$ cat config.mk
export PLATFORM = sky130hd
export DESIGN_NAME = sramlike_arbiter_flat
export DESIGN_NICKNAME = d
export VERILOG_FILES = /design/src/rtl/sramlike_arbiter_pkg.sv /design/src/rtl/sramlike_arbiter_if.sv /design/src/rtl/sramlike_arbiter_owner_fifo.sv /design/src/rtl/sramlike_arbiter.sv /design/src/flat_wrapper.sv
export SDC_FILE = /design/constraint.sdc
export NUM_CORES = 1
export LEC_CHECK = 0
export CELL_PAD_IN_SITES_DETAIL_PLACEMENT = 0
export CELL_PAD_IN_SITES_GLOBAL_PLACEMENT = 1
export CORE_ASPECT_RATIO = 0.5
export CORE_MARGIN = 10
export CORE_UTILIZATION = 15
export DETAILED_ROUTE_END_ITERATION = 8
export PLACE_DENSITY_LB_ADDON = 0.1
export SYNTH_ARGS = -nofsm -noshare
export SYNTH_HDL_FRONTEND = slang
export SYNTH_SLANG_ARGS = --single-unit
export TNS_END_PERCENT = 100
$ cat constraint.sdc
create_clock -name clk -period 2 [get_ports clk]
set_input_delay 0.2 -clock clk [delete_from_list [all_inputs] [get_ports clk]]
set_output_delay 0.2 -clock clk [all_outputs]
set_load 0.03 [all_outputs]
$ cat src/rtl/sramlike_arbiter_pkg.sv
// Shared definitions for the sram-like arbiter and the bridge behind it:
// grant-id encodings, transfer size encodings, arbiter state type and
// width helpers for the owner FIFO.
package sramlike_arbiter_pkg;

    // Grant identifiers (also the value stored in the owner FIFO)
    localparam logic GNT_M0 = 1'b0;
    localparam logic GNT_M1 = 1'b1;

    // Transfer size encodings on the size buses
    localparam logic [1:0] SIZE_B = 2'd0;
    localparam logic [1:0] SIZE_H = 2'd1;
    localparam logic [1:0] SIZE_W = 2'd2;

    // Arbiter states: IDLE means no grant held, GRANT means gnt_id owns the slave port
    typedef enum logic {
        ST_IDLE  = 1'b0,
        ST_GRANT = 1'b1
    } arb_state_e;

    // Pointer width for a DEPTH-entry FIFO (at least one bit so DEPTH=1 still has a pointer)
    function automatic int unsigned ptr_width(input int unsigned depth);
        return (depth > 32'd1) ? $clog2(depth) : 32'd1;
    endfunction

    // Occupancy counter width: must hold the value DEPTH itself
    function automatic int unsigned cnt_width(input int unsigned depth);
        return $clog2(depth) + 32'd1;
    endfunction

endpackage

$ cat src/rtl/sramlike_arbiter_if.sv
// One sram-like bus: request side (req/wr/size/addr/wdata) driven by the
// master, handshake/response side (addr_ok/data_ok/rdata) driven by the slave.
interface sramlike_arbiter_if;
    logic        req;
    logic        wr;
    logic [1:0]  size;
    logic [31:0] addr;
    logic [31:0] wdata;
    logic        addr_ok;
    logic        data_ok;
    logic [31:0] rdata;

    modport master (
        output req, wr, size, addr, wdata,
        input  addr_ok, data_ok, rdata
    );

    modport slave (
        input  req, wr, size, addr, wdata,
        output addr_ok, data_ok, rdata
    );
endinterface

$ cat src/rtl/sramlike_arbiter_owner_fifo.sv
// In-order owner FIFO: one bit per accepted transaction recording which
// master issued it, so responses can be steered back in issue order.
module sramlike_arbiter_owner_fifo
    import sramlike_arbiter_pkg::*;
#(
    parameter  int unsigned DEPTH = 2,
    localparam int unsigned CW    = cnt_width(DEPTH)
) (
    input  logic          clk,
    input  logic          resetn,
    input  logic          push_i,
    input  logic          din_i,
    input  logic          pop_i,
    output logic          head_o,
    output logic [CW-1:0] count_o,
    output logic          empty_o,
    output logic          full_o
);

    localparam int unsigned PW = ptr_width(DEPTH);

    logic          mem_q [DEPTH];
    logic [PW-1:0] wr_ptr_q, wr_ptr_d;
    logic [PW-1:0] rd_ptr_q, rd_ptr_d;
    logic [CW-1:0] count_q, count_d;
    logic          do_push_s;
    logic          do_pop_s;

    // Advance a pointer, wrapping modulo DEPTH (DEPTH need not fill the pointer range)
    function automatic logic [PW-1:0] ptr_inc(input logic [PW-1:0] p);
        if (p == PW'(DEPTH - 1)) begin
            return '0;
        end else begin
            return p + PW'(1);
        end
    endfunction

    assign empty_o   = (count_q == CW'(0));
    assign full_o    = (count_q == CW'(DEPTH));
    assign count_o   = count_q;
    assign head_o    = mem_q[rd_ptr_q];
    assign do_push_s = push_i & ~full_o;
    assign do_pop_s  = pop_i & ~empty_o;

    // Next pointer and occupancy values; simultaneous push/pop keeps the count
    always_comb begin
        wr_ptr_d = wr_ptr_q;
        rd_ptr_d = rd_ptr_q;
        count_d  = count_q;
        if (do_push_s) begin
            wr_ptr_d = ptr_inc(wr_ptr_q);
        end else begin
            wr_ptr_d = wr_ptr_q;
        end
        if (do_pop_s) begin
            rd_ptr_d = ptr_inc(rd_ptr_q);
        end else begin
            rd_ptr_d = rd_ptr_q;
        end
        case ({do_push_s, do_pop_s})
            2'b10:   count_d = count_q + CW'(1);
            2'b01:   count_d = count_q - CW'(1);
            default: count_d = count_q;
        endcase
    end

    // FIFO state registers with synchronous active-low reset
    always_ff @(posedge clk) begin
        if (!resetn) begin
            wr_ptr_q <= '0;
            rd_ptr_q <= '0;
            count_q  <= '0;
            for (int i = 0; i < int'(DEPTH); i++) begin
                mem_q[i] <= 1'b0;
            end
        end else begin
            wr_ptr_q <= wr_ptr_d;
            rd_ptr_q <= rd_ptr_d;
            count_q  <= count_d;
            if (do_push_s) begin
                mem_q[wr_ptr_q] <= din_i;
            end
        end
    end

endmodule

$ cat src/rtl/sramlike_arbiter.sv
// Two-master sram-like arbiter in front of the CPU AXI bridge. m0 (data)
// has priority, m1 (instruction) is protected from starvation. Every
// accepted request records its owner in an in-order FIFO so that data_ok
// and rdata are routed back to the right master.
module sramlike_arbiter
    import sramlike_arbiter_pkg::*;
#(
    parameter int unsigned DEPTH        = 2,
    parameter int unsigned STARVE_LIMIT = 4
) (
    input  logic               clk,
    input  logic               resetn,
    sramlike_arbiter_if.slave  m0_bus,
    sramlike_arbiter_if.slave  m1_bus,
    sramlike_arbiter_if.master s_bus,
    output logic               err_spurious_o
);

    localparam int unsigned CW = cnt_width(DEPTH);
    localparam int unsigned SW = $clog2(STARVE_LIMIT + 1);

    arb_state_e    state_q, state_d;
    logic          gnt_id_q, gnt_id_d;
    logic [SW-1:0] starve_q, starve_d;
    logic          err_q, err_d;

    logic          gnt_vld_s;
    logic          sel_req_s;
    logic          s_req_s;
    logic          accept_s;
    logic          push_s;
    logic          pop_s;
    logic          spurious_s;
    logic          any_req_s;
    logic          has_room_s;
    logic          m1_wins_s;
    logic          fifo_head_s;
    logic [CW-1:0] fifo_count_s;
    logic          fifo_empty_s;
    logic          fifo_full_s;

    assign gnt_vld_s  = (state_q == ST_GRANT);
    assign sel_req_s  = (gnt_id_q == GNT_M1) ? m1_bus.req : m0_bus.req;
    assign s_req_s    = gnt_vld_s & sel_req_s;
    assign accept_s   = s_req_s & s_bus.addr_ok;
    assign push_s     = accept_s & ~fifo_full_s;
    assign pop_s      = s_bus.data_ok & ~fifo_empty_s;
    assign spurious_s = s_bus.data_ok & fifo_empty_s;
    assign any_req_s  = m0_bus.req | m1_bus.req;
    // Registered count: a pop in this cycle only frees a slot for the next arbitration
    assign has_room_s = (fifo_count_s < CW'(DEPTH));
    assign m1_wins_s  = m1_bus.req & (~m0_bus.req | (starve_q == SW'(STARVE_LIMIT)));

    sramlike_arbiter_owner_fifo #(
        .DEPTH (DEPTH)
    ) u_owner_fifo (
        .clk     (clk),
        .resetn  (resetn),
        .push_i  (push_s),
        .din_i   (gnt_id_q),
        .pop_i   (pop_s),
        .head_o  (fifo_head_s),
        .count_o (fifo_count_s),
        .empty_o (fifo_empty_s),
        .full_o  (fifo_full_s)
    );

    // Arbitration and grant-release decisions plus starvation bookkeeping
    always_comb begin
        state_d  = state_q;
        gnt_id_d = gnt_id_q;
        starve_d = starve_q;
        case (state_q)
            ST_IDLE: begin
                if (any_req_s && has_room_s) begin
                    state_d = ST_GRANT;
                    if (m1_wins_s) begin
                        gnt_id_d = GNT_M1;
                        starve_d = '0;
                    end else begin
                        gnt_id_d = GNT_M0;
                        if (m1_bus.req) begin
                            starve_d = (starve_q == SW'(STARVE_LIMIT)) ? starve_q
                                                                       : starve_q + SW'(1);
                        end else begin
                            starve_d = '0;
                        end
                    end
                end else begin
                    state_d = ST_IDLE;
                end
            end
            ST_GRANT: begin
                // A master dropping req while granted keeps the grant; s_req simply follows it
                if (accept_s) begin
                    state_d = ST_IDLE;
                end else begin
                    state_d = ST_GRANT;
                end
            end
            default: begin
                state_d = ST_IDLE;
            end
        endcase
    end

    // Spurious-response flag is sticky until reset
    always_comb begin
        err_d = err_q | spurious_s;
    end

    // Grant FSM, starvation counter and error flag registers
    always_ff @(posedge clk) begin
        if (!resetn) begin
            state_q  <= ST_IDLE;
            gnt_id_q <= GNT_M0;
            starve_q <= '0;
            err_q    <= 1'b0;
        end else begin
            state_q  <= state_d;
            gnt_id_q <= gnt_id_d;
            starve_q <= starve_d;
            err_q    <= err_d;
        end
    end

    // Slave-side request mux; forced to zero whenever no grant is held
    always_comb begin
        s_bus.req   = s_req_s;
        s_bus.wr    = 1'b0;
        s_bus.size  = 2'b00;
        s_bus.addr  = 32'h0000_0000;
        s_bus.wdata = 32'h0000_0000;
        if (gnt_vld_s && (gnt_id_q == GNT_M1)) begin
            s_bus.wr    = m1_bus.wr;
            s_bus.size  = m1_bus.size;
            s_bus.addr  = m1_bus.addr;
            s_bus.wdata = m1_bus.wdata;
        end else if (gnt_vld_s) begin
            s_bus.wr    = m0_bus.wr;
            s_bus.size  = m0_bus.size;
            s_bus.addr  = m0_bus.addr;
            s_bus.wdata = m0_bus.wdata;
        end else begin
            s_bus.wr    = 1'b0;
            s_bus.size  = 2'b00;
            s_bus.addr  = 32'h0000_0000;
            s_bus.wdata = 32'h0000_0000;
        end
    end

    // Master-side handshakes: addr_ok only to the granted master, data_ok to the FIFO head owner
    always_comb begin
        m0_bus.addr_ok = accept_s & (gnt_id_q == GNT_M0);
        m1_bus.addr_ok = accept_s & (gnt_id_q == GNT_M1);
        m0_bus.data_ok = pop_s & (fifo_head_s == GNT_M0);
        m1_bus.data_ok = pop_s & (fifo_head_s == GNT_M1);
        m0_bus.rdata   = s_bus.rdata;
        m1_bus.rdata   = s_bus.rdata;
    end

    assign err_spurious_o = err_q;

endmodule

$ cat src/flat_wrapper.sv
// flat-port wrapper written by rule: the top's interface ports become plain ports
module sramlike_arbiter_flat import sramlike_arbiter_pkg::*;
#(
    parameter int unsigned DEPTH        = 2,
    parameter int unsigned STARVE_LIMIT = 4
)
  (clk, resetn, err_spurious_o, m0_bus_req, m0_bus_wr, m0_bus_size, m0_bus_addr, m0_bus_wdata, m0_bus_addr_ok, m0_bus_data_ok, m0_bus_rdata, m1_bus_req, m1_bus_wr, m1_bus_size, m1_bus_addr, m1_bus_wdata, m1_bus_addr_ok, m1_bus_data_ok, m1_bus_rdata, s_bus_req, s_bus_wr, s_bus_size, s_bus_addr, s_bus_wdata, s_bus_addr_ok, s_bus_data_ok, s_bus_rdata);
  sramlike_arbiter_if m0_bus_i ();
  sramlike_arbiter_if m1_bus_i ();
  sramlike_arbiter_if s_bus_i ();
  input  logic clk;
  input  logic resetn;
  output logic err_spurious_o;
  input wire logic [$bits(m0_bus_i.req)-1:0] m0_bus_req;
  input wire logic [$bits(m0_bus_i.wr)-1:0] m0_bus_wr;
  input wire logic [$bits(m0_bus_i.size)-1:0] m0_bus_size;
  input wire logic [$bits(m0_bus_i.addr)-1:0] m0_bus_addr;
  input wire logic [$bits(m0_bus_i.wdata)-1:0] m0_bus_wdata;
  output wire logic [$bits(m0_bus_i.addr_ok)-1:0] m0_bus_addr_ok;
  output wire logic [$bits(m0_bus_i.data_ok)-1:0] m0_bus_data_ok;
  output wire logic [$bits(m0_bus_i.rdata)-1:0] m0_bus_rdata;
  input wire logic [$bits(m1_bus_i.req)-1:0] m1_bus_req;
  input wire logic [$bits(m1_bus_i.wr)-1:0] m1_bus_wr;
  input wire logic [$bits(m1_bus_i.size)-1:0] m1_bus_size;
  input wire logic [$bits(m1_bus_i.addr)-1:0] m1_bus_addr;
  input wire logic [$bits(m1_bus_i.wdata)-1:0] m1_bus_wdata;
  output wire logic [$bits(m1_bus_i.addr_ok)-1:0] m1_bus_addr_ok;
  output wire logic [$bits(m1_bus_i.data_ok)-1:0] m1_bus_data_ok;
  output wire logic [$bits(m1_bus_i.rdata)-1:0] m1_bus_rdata;
  output wire logic [$bits(s_bus_i.req)-1:0] s_bus_req;
  output wire logic [$bits(s_bus_i.wr)-1:0] s_bus_wr;
  output wire logic [$bits(s_bus_i.size)-1:0] s_bus_size;
  output wire logic [$bits(s_bus_i.addr)-1:0] s_bus_addr;
  output wire logic [$bits(s_bus_i.wdata)-1:0] s_bus_wdata;
  input wire logic [$bits(s_bus_i.addr_ok)-1:0] s_bus_addr_ok;
  input wire logic [$bits(s_bus_i.data_ok)-1:0] s_bus_data_ok;
  input wire logic [$bits(s_bus_i.rdata)-1:0] s_bus_rdata;
  assign m0_bus_i.req = m0_bus_req;
  assign m0_bus_i.wr = m0_bus_wr;
  assign m0_bus_i.size = m0_bus_size;
  assign m0_bus_i.addr = m0_bus_addr;
  assign m0_bus_i.wdata = m0_bus_wdata;
  assign m0_bus_addr_ok = m0_bus_i.addr_ok;
  assign m0_bus_data_ok = m0_bus_i.data_ok;
  assign m0_bus_rdata = m0_bus_i.rdata;
  assign m1_bus_i.req = m1_bus_req;
  assign m1_bus_i.wr = m1_bus_wr;
  assign m1_bus_i.size = m1_bus_size;
  assign m1_bus_i.addr = m1_bus_addr;
  assign m1_bus_i.wdata = m1_bus_wdata;
  assign m1_bus_addr_ok = m1_bus_i.addr_ok;
  assign m1_bus_data_ok = m1_bus_i.data_ok;
  assign m1_bus_rdata = m1_bus_i.rdata;
  assign s_bus_req = s_bus_i.req;
  assign s_bus_wr = s_bus_i.wr;
  assign s_bus_size = s_bus_i.size;
  assign s_bus_addr = s_bus_i.addr;
  assign s_bus_wdata = s_bus_i.wdata;
  assign s_bus_i.addr_ok = s_bus_addr_ok;
  assign s_bus_i.data_ok = s_bus_data_ok;
  assign s_bus_i.rdata = s_bus_rdata;
  sramlike_arbiter #(.DEPTH(DEPTH), .STARVE_LIMIT(STARVE_LIMIT)) u_core (.clk(clk), .resetn(resetn), .m0_bus(m0_bus_i), .m1_bus(m1_bus_i), .s_bus(s_bus_i), .err_spurious_o(err_spurious_o));
endmodule
# [Word-level counts from Yosys, hierarchy flattened]
# Memories as Yosys holds them, arrays and structs flattened. A register that Yosys moved wholly into a read port is not among the register bits.
# Index checks and enable logic that the tools add are counted.
[word_totals] reg_bits=10 latchBits=0 ram_bits=2 rom_bits=0 input_bits=172 out_inout_bits=137 elab_cells=75 n_memories=1
[classes] add_sub_neg=5 multipliers=0 div=0 magnitude_cmp=1 eq_ne=5 shift=0 muxes=28 bitwise=21 reduce_logical=7
[memory_table] name="u_core.u_owner_fifo.mem_q" words=2 width=1 read_ports=1 rd_ports_with_merged_regs=1 write_ports=2 line="sramlike_arbiter_owner_fifo.sv:22" source="logic mem_q [DEPTH];"
[ops] operator="32-bit 2-to-1 mux" count=4
[ops] operator="1-bit 2-to-1 mux" count=17
[ops] operator="1-bit bitwise AND" count=12
[ops] operator="3-bit 2-to-1 mux" count=3
[ops] operator="1-bit inverter" count=6
[ops] operator="2-bit equality test (second input constant)" count=2
[ops] operator="2-bit 2-to-1 mux" count=2
[ops] operator="2-bit case mux with 2 select lines" count=1
[ops] operator="3-bit by 1-bit adder with 3-bit output (second input constant)" count=1
[ops] operator="3-bit equality test (second input constant)" count=1
[ops] operator="3-bit by 2-bit inequality test with 1-bit output (second input constant)" count=1
[ops] operator="1-bit bitwise OR" count=3
[ops] operator="3-bit AND reduction" count=1
[ops] operator="1-bit adder (second input constant)" count=2
[ops] operator="2-bit by 1-bit adder with 2-bit output (second input constant)" count=1
[ops] operator="2-bit by 1-bit equality test with 1-bit output (second input constant)" count=1
[ops] operator="1-bit logical AND" count=2
[ops] operator="2-bit zero test" count=1
[ops] operator="2-bit < comparator (second input constant)" count=1
[ops] operator="1-bit case mux with 2 select lines" count=1
[ops] operator="2-bit AND reduction" count=1
[ops] operator="2-bit nonzero test" count=1
[ops] operator="2-bit by 1-bit subtractor with 2-bit output (second input constant)" count=1
[ops] operator="1-bit OR reduction" count=1

# [Longest topological paths before layout]
[logic_depth] depth_word=10 ltp_mapped=7 mapped_depth_nobuf=6

# [Modules after synthesis]
# From an unflattened synthesis, not the netlist that was laid out.
[hier_totals] hier_cells=290 area_unflattened_um2=2334.7
[modules_own_cells] module="sramlike_arbiter" instances=1 cells_each=257 area_per_inst_um2=2015.7 seq_area_each_um2=120.1
[modules_own_cells] module="sramlike_arbiter_owner_fifo" instances=1 cells_each=33 area_per_inst_um2=319.1 seq_area_each_um2=140.1

# [Least setup slack after synthesis]
# Ideal clock, no wire load.
[synth_path] kind="register -> register" startpoint="reg u_core.gnt_id_q" endpoint="reg u_core.u_owner_fifo.count_q[1], in the netlist u_core.u_owner_fifo.count_o[1]" setup_ps=71 arrival_time_ps=1751 required_ps=1929 slack_ps=178 path_stages_with_launch=7 path_buffers=1 period_less_slack_ps=1822 path_cell_list="dfxtp_1 buf_4 mux2i_1 or3_1 ha_1 or3_1 a21oi_1"
[synth_between] elab_chain_len=7 word_cells_on_any_way=9 cone_classes="2 x eq/ne; 2 x mux; 4 x bitwise; 1 x reduce/logical"
[synth_rtl] element="start, declared" line="sramlike_arbiter.sv:23" source="logic gnt_id_q, gnt_id_d;"
[synth_rtl] element="start signal, assigned" line="sramlike_arbiter.sv:121" source="gnt_id_q <= gnt_id_d;"
[synth_rtl] element="1-bit 2-to-1 mux (*)" line="sramlike_arbiter.sv:43" source="assign sel_req_s = (gnt_id_q == GNT_M1) ? m1_bus.req : m0_bus.req;"
[synth_rtl] element="1-bit bitwise AND (*)" line="sramlike_arbiter.sv:44" source="assign s_req_s = gnt_vld_s & sel_req_s;"
[synth_rtl] element="1-bit bitwise AND (*)" line="sramlike_arbiter.sv:45" source="assign accept_s = s_req_s & s_bus.addr_ok;"
[synth_rtl] element="1-bit bitwise AND (*)" line="sramlike_arbiter.sv:46" source="assign push_s = accept_s & ~fifo_full_s;"
[synth_rtl] element="1-bit bitwise AND (*)" line="sramlike_arbiter_owner_fifo.sv:42" source="assign do_push_s = push_i & ~full_o;"
[synth_rtl] element="2-bit by 1-bit equality test with 1-bit output or 2-bit equality test (tied branches)" line="sramlike_arbiter_owner_fifo.sv:60" source="case ({do_push_s, do_pop_s})"
[synth_rtl] element="2-bit case mux with 2 select lines or 2-bit nonzero test (tied branches)"
[synth_rtl] element="end signal, assigned" line="sramlike_arbiter_owner_fifo.sv:79" source="count_q <= count_d;"
[synth_rtl] element="end, declared" line="sramlike_arbiter_owner_fifo.sv:25" source="logic [CW-1:0] count_q, count_d;"
# Every way passes the cells marked *; elsewhere a longest branch is shown, timed or not.
# A chain may end at the register's enable or synchronous reset.

# [Worst setup path in the final report]
[layout_path] startpoint="reg u_core.gnt_id_q" endpoint="out s_bus_req"
[layout_between] elab_chain_len=2
[layout_rtl] element="1-bit 2-to-1 mux" line="sramlike_arbiter.sv:43"
[layout_rtl] element="1-bit bitwise AND" line="sramlike_arbiter.sv:44"
[layout_rtl] element="end, declared" line="flat_wrapper.sv:30" source="output wire logic [$bits(s_bus_i.req)-1:0] s_bus_req;"
# Every way passes these cells.

==> results.py <==
metrics = {
    "setup_path": {
        "crit_slowest_cell": "clkdlybuf4s50_1",
        "critPathLaunchType": "register",
        "worst-path-buf-inv": 1,
        "crit_chain": "mux2_2 -> and2_1 -> clkdlybuf4s50_1",
        "worstPathMaxFanout": 5,
        "endpoint_kind": "output port",
        "cp_top_family": "buffers and inverters",
        "required_ns": 1.80,
        "cp.arrival_ns": 1.73,
        "critPathKind": "register to output port",
        "critPathMaxStageDelay_ns": 0.60,
    },
    "yosys": {
        "synth_cell_types": 31,
        "synthCells": 290,
        "synth_edf_count": 0,
        "yosysTopAreaCellShare_pct": 31.0,
        "syn-num-nets": 465,
        "yosys-top-cells-count": "71 x mux2i_1, 70 x nor2b_1, 65 x buf_4, 13 x dfxtp_1, 10 x clkbuf_1",
        "yosys.area.top_type": "mux2i_1",
        "syn-cell-area_sq_mm": 0.00229,
        "seq_area_frac_synth_pct": 11.4,
        "synth_area_leaders": "mux2i_1 31%, buf_4 21%, nor2b_1 19%",
        "yosysMostFrequentCell": "mux2i_1",
        "syn_avg_cell_area_sq_um": 7.90,
        "ys_seq_elements": 13,
        "async_flop_share_pct": 0,
        "yosysWarnings": 0,
        "synthFlopType": "dfxtp_1",
    },
    "floorplan": {
        "io_pins": 309,
        "die_width_um": 195,
        "coreArea_sq_mm": 0.0147,
        "num_rows": 31,
        "die_y_um": 107,
        "die_area_sq_mm": 0.0209,
        "start_util_pct": 15.6,
    },
    "routing": {
        "vias": 2440,
        "drt_wl_total_mm": 11.5,
        "antenna_left": 0,
        "viasPerCell": 3.86,
        "wl_per_cell_um": 18.2,
        "dr.pass1.iters": 4,
        "drc": 0,
        "drt_iter0_drc": 43,
    },
    "clocking": {
        "cts_tree": "built",
        "clk_pin_slew_ns": 0.04,
        "cts_buffers": 3,
        "cts.sinks": 13,
        "cts_buffer_depth": 2,
        "cts_root_buffer": "clkbuf_16",
        "clkLatencyLatePin_ns": 0.24,
        "postCtsSetupBuffers": 0,
        "htreeDepth": 1,
    },
    "cells_and_area": {
        "area_delta_synth_final_pct": 82.6,
        "nFillCells": 1559,
        "stdcell_area_sq_mm": 0.00418,
        "drive_gt1_share_pct": 20.5,
        "n_antenna_cell": 0,
        "fin_nets": 610,
    },
    "global_routing": {
        "grt.overflow.total": 0,
        "grt_pass1_wl_mm": 16.5,
        "grt_max_degree": 70,
        "antenna_found_initial": 0,
        "first_global_vias": 2686,
        "track_usage_pct": 9.86,
    },
    "placement": {
        "numPortBuffers": 212,
        "placed_cell_area_sq_mm": 0.00411,
        "gp_congestion": 0.764,
        "dpl.hpwl_mm": 9.93,
    },
    "sta": {
        "skew_ns": 0.00187,
        "hold_violations": 0,
        "period_minus_slack_ns": 1.93,
        "slew_headroom_pct": 63.5,
        "drv_slew": 0,
        "whs_ns": 0.400,
        "setup_viol": 0,
        "fmax_ghz": 0.518,
        "worst_pin_slew_ns": 0.548,
        "fin_tns_setup_ns": 0,
        "period_share_pct": 96.6,
        "rsz0062_at_grt": "no",
    },
    "job": {
        "cap_violations": 0,
    },
    "pwr": {
        "pwr-share-comb_pct": 71.4,
        "ir_worst_vdd_uv": 277,
        "p_sw_mw": 1.05,
        "p_per_area_mw_per_mm2": 587,
        "switching_share_pct": 42.7,
        "clkPwrFrac_pct": 15.3,
        "leakage_nw": 1.60,
        "seqPwrFrac_pct": 13.2,
        "internal_power_mw": 1.41,
    },
    "run_status": {
        "status": "completed",
    },
    "hold_path": {
        "worstHoldPathType": "input port to output port",
    },
}
[power groups by stage]
stage | sequential (mW) | combinational [mW] | clock, mW
finish | 0.325 | 1.75 | 0.377
detailed placement | 0.330 | 1.79 | 0
global placement | 0.328 | 1.78 | 0
global route | 0.330 | 1.88 | 0.400
floorplan | 0.324 | 1.20 | 0
CTS | 0.325 | 1.79 | 0.391
[state kept, by name, indices dropped and copies added, names as in the netlist, named ones only]
name                          count
u_core.gnt_id_q                   1
u_core.u_owner_fifo.rd_ptr_q      1
u_core.u_owner_fifo.wr_ptr_q      1
u_core.u_owner_fifo.count_o       2
u_core.err_spurious_o             1
u_core.gnt_vld_s                  1
u_core.starve_q                   3
u_core.u_owner_fifo.mem_q         2
[layer usage]
layer  wire [um]  vias to the layer above  part of all wire (%)  track usage [%]
li1            -                     1194                     -                -
met1        3630                     1128                    32             8.59
met2        6930                       88                    60             21.6
met3         743                       30                   6.4             2.30
met4         221                        0                   1.9             3.09
met5           0                        -                     0                0
[kinds of logic (layout without fill, tap and decap cells)]
| group | count (synthesis) | after routing | share of synthesized area [%] |
|---|---|---|---|
| AOI/OAI and AO/OA | 16 | 16 | 3.93 |
| xor gates and xnor gates | 3 | 3 | 1.15 |
| adders and majority gates | 3 | 3 | 1.64 |
| buffers and inverters | 86 | 230 | 25.1 |
| DFF | 13 | 13 | 11.4 |
| muxes | 72 | 72 | 31.5 |
| and+or+nand+nor | 97 | 97 | 25.3 |
[cells in the final DEF, fill, tap and decap left out]
| cell type | instances |
|---|---|
| buf_12 | 8 |
| nor2_1 | 9 |
| buf_4 | 72 |
| mux2_2 | 1 |
| clkbuf_16 | 3 |
| clkinv_2 | 1 |
| and3_1 | 1 |
| nand3_1 | 1 |
| dfxtp_4 | 1 |
| nand3b_1 | 1 |
| mux2i_1 | 71 |
| or4_1 | 1 |
| dlygate4sd2_1 | 1 |
| or3_1 | 2 |
| nand4_1 | 3 |
| nand4b_1 | 1 |
| a31o_2 | 1 |
| xnor2_1 | 1 |
| ha_1 | 3 |
| o31ai_1 | 1 |
| dfxtp_1 | 11 |
| inv_1 | 4 |
| and2_1 | 1 |
| or2_2 | 1 |
| nand2_1 | 4 |
| xor2_1 | 2 |
| nor4b_1 | 1 |
| clkdlybuf4s50_1 | 141 |
| nor2b_1 | 70 |
| a21oi_1 | 6 |
| dfxtp_2 | 1 |
| a21boi_0 | 1 |
| a31oi_1 | 1 |
| o21ai_0 | 6 |
| nor3_1 | 1 |
[worst paths after layout]
kind	startpoint	endpoint	slack, ns	depth (start not counted)
worst max-delay path	u_core.gnt_id_q	s_bus_req	0.07	3
worst min-delay path	s_bus_rdata[24]	m0_bus_rdata[24]	0.40	0
worst max register to register	u_core.gnt_id_q	u_core.u_owner_fifo.count_o[1]	0.19	5
worst min register to register	u_core.u_owner_fifo.mem_q[1]	u_core.u_owner_fifo.mem_q[1]	0.47	2
[final cells by class]
class	instances	area (sq um)	share of cell area, %
timing repair buffer	222	2120	50.7
multi-input combinational	191	1460	34.8
sequential	13	265	6.34
tap	198	248	5.92
clock buffer	3	75.1	1.79
inverter	4	15.0	0.359
clock inverter	1	5.00	0.120
[stage by stage]
stage               setup WS (ns)  power [mW]  util, %  cells
detailed placement         -0.148        2.12     27.9    628
global route              0.00874        2.61     28.5    632
CTS                        0.0520        2.51     28.5    632
finish                     0.0681        2.46     28.5    632
floorplan                   0.178        1.52        -    290
global placement           -0.106        2.11     27.9    628
[repair_timing]
action	in CTS	in global routing
setup endpoints to repair	1	0
gates resized for setup	1	0
hold buffers	0	0
Note: power is estimated with default switching activity, not from simulation.
